## src/rtl/lcd_refresh_ctrl.sv

```systemverilog
// HD44780 refresh controller: power-up delay, init sequence, then continuous
// two-line frame refresh from a 32x8 character RAM.
module lcd_refresh_ctrl #(
    parameter int unsigned EN_CYCLES = 25,
    parameter int unsigned CMD_WAIT  = 2500,
    parameter int unsigned CLR_WAIT  = 100000,
    parameter int unsigned PWR_WAIT  = 1000000
) (
    input  logic       clk,
    input  logic       reset_n,
    input  logic       refresh_en,
    output logic [4:0] raddr,
    input  logic [7:0] rdata,
    output logic [7:0] lcd_data,
    output logic       lcd_rs,
    output logic       lcd_rw,
    output logic       lcd_en,
    output logic       lcd_on,
    output logic       frame_done,
    output logic       init_done
);

    localparam int unsigned MAX_A = (PWR_WAIT > CLR_WAIT) ? PWR_WAIT : CLR_WAIT;
    localparam int unsigned MAX_B = (CMD_WAIT > EN_CYCLES) ? CMD_WAIT : EN_CYCLES;
    localparam int unsigned MAX_W = (MAX_A > MAX_B) ? MAX_A : MAX_B;
    localparam int unsigned CW    = $clog2(MAX_W + 1);

    localparam logic [CW-1:0] EN_LAST  = CW'(EN_CYCLES - 1);
    localparam logic [CW-1:0] CMD_LAST = CW'(CMD_WAIT - 1);
    localparam logic [CW-1:0] CLR_LAST = CW'(CLR_WAIT - 1);
    localparam logic [CW-1:0] PWR_LAST = CW'(PWR_WAIT - 1);
    // raddr leads by one cycle so the next character is on rdata at its SETUP edge
    localparam logic [CW-1:0] ADV_AT    = (CMD_WAIT >= 2) ? CW'(CMD_WAIT - 2) : '0;
    localparam bit            ADV_IN_EN = (CMD_WAIT < 2);

    typedef enum logic [2:0] {
        S_PWRUP, S_INIT, S_IDLE, S_L1CMD, S_L1CHR, S_L2CMD, S_L2CHR, S_FDONE
    } state_t;

    typedef enum logic [1:0] {PH_SETUP, PH_EN, PH_HOLD} phase_t;

    state_t        state_q, state_d;
    phase_t        phase_q, phase_d;
    logic [CW-1:0] cnt_q, cnt_d, hold_last;
    logic [1:0]    idx_q, idx_d;
    logic [4:0]    raddr_d;
    logic [7:0]    data_d, start_data;
    logic          rs_d, start_rs, start, init_d, en_d, fd_d;
    logic          in_xfer, xfer_end, adv;

    assign lcd_rw = 1'b0;
    assign lcd_on = reset_n;

    assign in_xfer   = state_q inside {S_INIT, S_L1CMD, S_L1CHR, S_L2CMD, S_L2CHR};
    assign hold_last = (!lcd_rs && lcd_data == 8'h01) ? CLR_LAST : CMD_LAST;

    function automatic logic [7:0] init_cmd(input logic [1:0] i);
        case (i)
            2'd0:    init_cmd = 8'h38;
            2'd1:    init_cmd = 8'h0C;
            2'd2:    init_cmd = 8'h01;
            default: init_cmd = 8'h06;
        endcase
    endfunction

    always_ff @(posedge clk or negedge reset_n) begin
        if (!reset_n) begin
            state_q    <= S_PWRUP;
            phase_q    <= PH_SETUP;
            cnt_q      <= '0;
            idx_q      <= '0;
            raddr      <= '0;
            lcd_data   <= '0;
            lcd_rs     <= 1'b0;
            lcd_en     <= 1'b0;
            frame_done <= 1'b0;
            init_done  <= 1'b0;
        end else begin
            state_q    <= state_d;
            phase_q    <= phase_d;
            cnt_q      <= cnt_d;
            idx_q      <= idx_d;
            raddr      <= raddr_d;
            lcd_data   <= data_d;
            lcd_rs     <= rs_d;
            lcd_en     <= en_d;
            frame_done <= fd_d;
            init_done  <= init_d;
        end
    end

    always_comb begin
        state_d    = state_q;
        phase_d    = phase_q;
        cnt_d      = cnt_q;
        idx_d      = idx_q;
        raddr_d    = raddr;
        data_d     = lcd_data;
        rs_d       = lcd_rs;
        init_d     = init_done;
        start      = 1'b0;
        start_data = 8'h00;
        start_rs   = 1'b0;
        xfer_end   = 1'b0;
        adv        = 1'b0;

        // SETUP -> EN -> HOLD sequencing shared by every write
        if (in_xfer) begin
            case (phase_q)
                PH_SETUP: begin
                    phase_d = PH_EN;
                    cnt_d   = '0;
                end
                PH_EN: begin
                    if (cnt_q == EN_LAST) begin
                        phase_d = PH_HOLD;
                        cnt_d   = '0;
                        adv     = ADV_IN_EN;
                    end else begin
                        cnt_d = cnt_q + CW'(1);
                    end
                end
                PH_HOLD: begin
                    adv = !ADV_IN_EN && (cnt_q == ADV_AT);
                    if (cnt_q == hold_last) xfer_end = 1'b1;
                    else                    cnt_d = cnt_q + CW'(1);
                end
                default: phase_d = PH_SETUP;
            endcase
        end

        case (state_q)
            S_PWRUP: begin
                if (cnt_q == PWR_LAST) begin
                    state_d    = S_INIT;
                    idx_d      = 2'd0;
                    start      = 1'b1;
                    start_data = init_cmd(2'd0);
                end else begin
                    cnt_d = cnt_q + CW'(1);
                end
            end
            S_INIT: begin
                if (xfer_end) begin
                    if (idx_q == 2'd3) begin
                        state_d = S_IDLE;
                        init_d  = 1'b1;
                    end else begin
                        idx_d      = idx_q + 2'd1;
                        start      = 1'b1;
                        start_data = init_cmd(idx_q + 2'd1);
                    end
                end
            end
            S_IDLE, S_FDONE: begin
                if (refresh_en) begin
                    state_d    = S_L1CMD;
                    start      = 1'b1;
                    start_data = 8'h80;
                end else begin
                    state_d = S_IDLE;
                end
            end
            S_L1CMD, S_L2CMD: begin
                if (xfer_end) begin
                    state_d    = (state_q == S_L1CMD) ? S_L1CHR : S_L2CHR;
                    start      = 1'b1;
                    start_data = rdata;
                    start_rs   = 1'b1;
                end
            end
            S_L1CHR: begin
                if (adv) raddr_d = raddr + 5'd1;
                if (xfer_end) begin
                    start = 1'b1;
                    if (raddr == 5'd16) begin
                        state_d    = S_L2CMD;
                        start_data = 8'hC0;
                    end else begin
                        start_data = rdata;
                        start_rs   = 1'b1;
                    end
                end
            end
            S_L2CHR: begin
                if (adv) raddr_d = raddr + 5'd1;
                if (xfer_end) begin
                    if (raddr == 5'd0) begin
                        state_d = S_FDONE;
                    end else begin
                        start      = 1'b1;
                        start_data = rdata;
                        start_rs   = 1'b1;
                    end
                end
            end
            default: state_d = S_PWRUP;
        endcase

        if (start) begin
            phase_d = PH_SETUP;
            cnt_d   = '0;
            data_d  = start_data;
            rs_d    = start_rs;
        end

        en_d = (state_d inside {S_INIT, S_L1CMD, S_L1CHR, S_L2CMD, S_L2CHR})
               && (phase_d == PH_EN);
        fd_d = (state_d == S_FDONE);
    end

endmodule

```

## config.mk

```make
export PLATFORM = sky130hd
export DESIGN_NAME = lcd_refresh_ctrl
export DESIGN_NICKNAME = d
export VERILOG_FILES = /design/src/rtl/lcd_refresh_ctrl.sv
export SDC_FILE = /design/constraint.sdc
export NUM_CORES = 1
export LEC_CHECK = 0
export ABC_AREA = 1
export CORE_UTILIZATION = 30
export CTS_BUF_LIST = sky130_fd_sc_hd__clkbuf_8
export DETAILED_ROUTE_END_ITERATION = 12
export GPL_TIMING_DRIVEN = 0
export PLACE_DENSITY = 0.47
export SLEW_MARGIN = 10
export SYNTH_ARGS = -nofsm -noshare
export SYNTH_HDL_FRONTEND = slang
export SYNTH_SLANG_ARGS = --single-unit
```

## constraint.sdc

```tcl
create_clock -name clk -period 2.2 [get_ports clk]
set_input_delay 0.44 -clock clk [delete_from_list [all_inputs] [get_ports clk]]
set_output_delay 0.44 -clock clk [all_outputs]
set_load 0.02 [all_outputs]
```

### Word level (Yosys, flattened, before mapping)

Cells that the tools add are included.

* register bits: 44
* input port bits: 11
* logic and storage cells: 112

* add/sub/neg operators: 3
* equality and inequality tests: 28
* mux-type cells: 54
* reductions and logical operators: 17

Operator list (count)
* $mux 20: 6
* $pmux 20 s3: 1
* $mux 8: 6
* $pmux 8 s6: 1
* $eq 3x3->1 const B: 8
* $mux 3: 8
* $add 20x1->20 const B: 1
* $eq 20x12->1 const B: 1
* $eq 20x17->1: 1
* $eq 20x20->1 const B: 1
* $eq 20x5->1 const B: 1
* $mux 6: 3
* $pmux 3 s6: 1
* $pmux 6 s3: 1
* $mux 17: 1
* $mux 1: 15
* $mux 2: 7
* $reduce_bool 5->1: 2
* $eq 3x2->1 const B: 3
* $eq 8x1->1 const B: 1
* $eq 2x1->1 const B: 3
* $eq 2x2->1 const B: 3
* $eq 3x1->1 const B: 2
* $ne 2x2->1 const B: 3
* other kinds (18): 22

### Depth between registers and ports, before layout

* depth in word-level cells: 12
* mapped depth: 16
* gate-level depth less buffers: 15

### Worst setup path after synthesis

Ideal clock, no wire load.

* path kind: reg-to-reg
* start: register raddr[0]
* end: register lcd_rs
* library setup time: 78 ps
* arrival: 1857 ps
* slack: 264 ps
* stages on the path, launching flop included: 14
* buffers on the path: 1
* period minus slack after synthesis: 1936 ps
* path through: dfrtp_1 > inv_1 > ha_1 > inv_1 > nor4_1 > inv_1 > nand2_1 > nand3_1 > nand2_2 > nand4_2 > nand2_4 > inv_4 > buf_6 > o21bai_1

* word-level cells in the longest chain between the ends: 4

RTL lines
* start: declaration: RTL line 12 `output logic [4:0] raddr,`
* start signal: assignment: RTL line 83 `raddr <= raddr_d;`
* $eq 5x5->1 / $logic_not 5->1 (equally long branches): RTL line 176, 188
* $mux 1 (on tied branches): RTL line 176, 188
* $mux 1 (on tied branches): RTL line 174, 187
* $pmux 1 s3 / $pmux 1 s5 (equally long branches): RTL line 132 `case (state_q)`
* end signal: assignment: RTL line 85 `lcd_rs <= rs_d;`
* end: declaration: RTL line 15 `output logic lcd_rs,`

Parallel ways exist; a longest one is shown, timed or not.
A chain may end at the register's enable or synchronous reset.

### Worst setup path in the final report

* start: register cnt_q[1]
* end: register cnt_q[16]

* word-level cells in the longest chain between the ends: 7

RTL lines
* start: declaration: RTL line 44 `logic [CW-1:0] cnt_q, cnt_d, hold_last;`
* start signal: assignment: RTL line 81 `cnt_q <= cnt_d;`
* $add 20x1->20, or another cell as far along: RTL line 120, 126, 140
* $mux 20, or another cell as far along: RTL line 125 `if (cnt_q == hold_last) xfer_end = 1'b1;`
* $pmux 20 s3 / $mux 1 (equally long branches): RTL line 109 `case (phase_q)`
* $mux 20 / $mux 1 (equally long branches): RTL line 108 `if (in_xfer) begin`
* $mux 20, or another cell as far along: RTL line 134 `if (cnt_q == PWR_LAST) begin`
* $mux 20 / $pmux 1 s5 (equally long branches): RTL line 132
* $mux 20 *: RTL line 200 `if (start) begin`
* named net cnt_d[16]: RTL line 44

Mark *: on every way through the listed nets, which the timed path passes. The rest lies on a longest branch.

==> results.md <==
- Status: finished, final reports clean
- Clk sinks: 44
- Die W: about 110 um
- Deepest clock path buffer count: 2
- H-tree depth: 2
- Post-Syn Instances: approximately 450
- Critical R2R Capture: cnt_q[16]$_DFF_PN0_
- Tcrit/Tclk final: 0.9712
- Post-synthesis sequential area ratio: 0.3372
- Slew @ Worst Pin: ~0.86 ns
- Largest net degree at the start of global routing: 29
- Wirelength per Cell: ~15 um
- Endpoints failing hold: 0
- Total I/O pin count: 30
- Vias in the first global route: 3167
- Pleak: roughly 0.0021 uW
- FILL cells: 1094
- Total power draw: between 1500 and 2000 uW
- Layout cells sized above 1: 0.2817
- DR vias/cell: ~4.9
- GPL Wtd Cong: 0.8464
- I/O Buffers: 28
- Worst Skew: 0.01093 ns
- Clock-pin slew on the worst setup and hold paths: around 0.10 ns
- Critical path startpoint category: register
- RSZ-0062 raised after global routing: true
- WP buf/inv: 2
- Initial Util: 0.3135
- Async set-reset flop share out of synthesis: 1.000
- Initial antenna violation count: 0
- WP data required: between 2 and 2.5 ns
- CP Capture Type: register
- Final WL: slightly below 10000 um
- Area grow syn2layout: 35.82%
- R2r worst-path depth: 15
- First-pass GRT wire length: approximately 16000 um
- GRT Total Usage: 0.1779
- Core box area: approximately 10000 um2
- CP peak stage delay: approximately 0.41 ns
- ANT cells: 0
- Max Fclk: about 470 MHz
- Sum Neg Setup Slack: 0 ns
- Crit Path Class: reg2reg
- Min-Delay Path Class: in2async
- Post-synth EDFFs: 0
- Final Setup Violations: 0
- Synth warn: 0
- Synthesized Nets: between 400 and 500
- R2R Setup Slk: between 0.06 and 0.07 ns
- Crit path DAT: roughly 2.4 ns
- Max Cap Violations: 0
- Gr ovfl total: 0
- CTS Buf Count: 5
- Crit path time final: 2.137 ns
- CP Launch Point: cnt_q[1]$_DFF_PN0_
- Die height: ~110 um
- Power density cells: roughly 350 nW/um2
- Most Frequent Cell on Critical Path: nand2_2
- Distinct cell type count after synthesis: between 40 and 50
- Mean post-synth cell area: approximately 7.2 um2
- Residual DRC: 0
- Core Rows: 37
- Slew Limit Headroom: 0.4223
- Critical Path, Cell by Cell: ha_4 > nand2_2 > inv_2 > nand2_4 > nor2_4 > nand2_2 > nor2_4 > nand2_2 > nor2_2 > inv_2 > nor3_4 > nand3_2 > a21oi_2 > o21ai_2 > a21oi_2
- Final ANT Viol Nets: 0
- Die area: ~11000 um2
- DR iter-0 viols: ~130
- Clk root buf: clkbuf_8
- DR pass1 iterations: 4
- Worst-path fanout max: 5
- Top Family by Delay on Critical Path: simple AND/OR/NAND/NOR gates
- Maximum vdd drop: 215.6 uV
- Clock latency on the worst-skew pair: between 0.3 and 0.4 ns
- Worst R2R Start: cnt_q[1]$_DFF_PN0_
- HPWL after detailed placement: slightly below 7000 um
- Pins over their slew limit: 0
- Synthesized area: between 3000 and 4000 um2
- Seq cells post-synth: between 40 and 50
- CP max-delay cell: dfrtp_1
- Vias: around 3300
- Main synth FF type: dfrtp_1
- CTS tree: yes
- Final nets: between 500 and 600
## sequential cells by signal (all words and copies together) (netlist names)
signal / count
frame_done: 1
lcd_en: 1
lcd_rs: 1
state_q: 3
phase_q: 2
raddr: 5
idx_q: 2
init_done: 1
cnt_q: 20
lcd_data: 8
## per-layer routing
metal / part of all wire / track usage / vias up / wire (um)
li1: - / - / 1620 / -
met1: 0.48 / 0.2383 / 1558 / 4626
met2: 0.48 / 0.2996 / 65 / 4675
met3: 0.026 / 0.02452 / 15 / 257
met4: 0.017 / 0.04464 / 0 / 166
met5: 0 / 0 / - / 0
## cells in the mapped netlist (2+ instances only)
cell      number  area [um2]
nor4_1         5       31.28
xnor2_1        2       17.52
o21ai_0        7       35.03
xor2_1        12       105.1
nand4_1       14       87.58
o21bai_1       2       15.01
a21oi_1       24       120.1
nand2_4        3       33.78
inv_1         51       191.4
inv_2         16       60.06
o21ai_1        3       15.01
o211ai_1       3       22.52
clkbuf_1       2       7.510
buf_6          4       45.04
nor3_1        11       55.05
buf_2          5       25.02
nand2_2        4       25.02
nor2_2         9       56.30
nor3_4         2       32.53
buf_4          3       22.52
nor3_2         2       20.02
nand2_1       96       360.4
o22ai_1        4       25.02
a32oi_1        3       26.28
nand3b_1       4       30.03
dfrtp_1       44        1101
nand3_1       38       190.2
nor2_1        52       195.2
ha_1          11       137.6
nor4_2         2       25.02
## layout make-up
class | count | area [um2] | area share
inverter | 68 | 277.8 | 0.06262
buffer | 14 | 132.6 | 0.02990
clock inverter | 3 | 47.55 | 0.01072
tap | 136 | 170.2 | 0.03836
sequential | 44 | 1107 | 0.2496
multi-input combinational | 326 | 2007 | 0.4525
timing repair buffer | 68 | 618.1 | 0.1394
clock buffer | 5 | 68.82 | 0.01551
timing repair inverter | 1 | 6.256 | 0.001410
## how the worst max path moves through the flow
stage                                endpoint  slack [ns]  cells after the start
after floorplan            lcd_rs$_DFFE_PN0N_        0.26                     13
after global placement                 lcd_on       -1.70                      3
after detailed placement  cnt_q[17]$_DFF_PN0_       -0.22                     13
after CTS                  lcd_rs$_DFFE_PN0N_       0.003                     13
after global routing      cnt_q[16]$_DFF_PN0_       -0.09                     15
final                     cnt_q[16]$_DFF_PN0_        0.06                     15
## worst reg2reg max path: cells and delay by family (launching register included)
kind / cells / cell delay, ns
compound gates: 3 / 0.38
fa+ha+maj: 1 / 0.16
buf+inv: 2 / 0.15
flops: 1 / 0.41
simple gates: 9 / 0.98
## where the power goes
| group | internal [uW] | total [uW] | switching [uW] |
|---|---|---|---|
| logic | 24.3 | 49.1 | 24.9 |
| clock network | 343 | 675 | 332 |
| registers | 808 | 808 | 0 |
## repair_timing
action | in CTS | in global routing
hold buffers | 0 | 1
gates resized for setup | 12 | 64
pin swaps | 1 | 21
setup buffers | 8 | 29
hold endpoints to repair | 0 | 17
gates cloned | 0 | 2
endpoints found under the setup margin | 31 | 33
## metrics by stage
stage	utilization	hold WS, ns	setup slack, ns	std cells	cell area (um2)
floorplan	-	0.1444	0.2644	452	3266
global placement	0.3568	0.4519	-1.695	616	3716
detailed placement	0.3582	0.4268	-0.2201	617	3731
CTS	0.3793	0.0004191	0.002847	633	3951
global route	0.4258	0.04009	-0.08677	665	4436
finish	0.4258	0.05814	0.06346	665	4436
## kinds of logic after synthesis
kind of cell               after synthesis  synth area share
DFF                                     44            0.3372
and+or+nand+nor                        247            0.3705
other                                    1          0.001148
AOI/OAI and AO/OA                       53            0.1019
xor gates and xnor gates                14           0.03755
buffers and inverters                   82            0.1096
adders and majority gates               11           0.04214
## layout by cell type, fill, tap and decap left out, types with 4 or more instances in the layout
cell             netlist  routed
dfrtp_1               44      39
buf_4                  3      39
a21oi_1               24      19
o21ai_0                7       6
a21oi_2                1       6
dfrtp_2                0       5
inv_1                 51      50
nor2_2                 9      14
nand3b_1               4       4
clkdlybuf4s50_1        0      27
buf_2                  5       4
nand2_4                3       4
nand4_1               14      14
nor3_1                11      10
nor2_4                 0       5
clkbuf_8               0       5
o22ai_1                4       4
nand3_2                1       7
nand2_1               96      91
buf_6                  4       4
nand2_2                4       7
xor2_1                12      12
inv_2                 16      13
nand3_1               38      32
nor2_1                52      42
ha_1                  11      10
(Power assumes the default switching activity.)
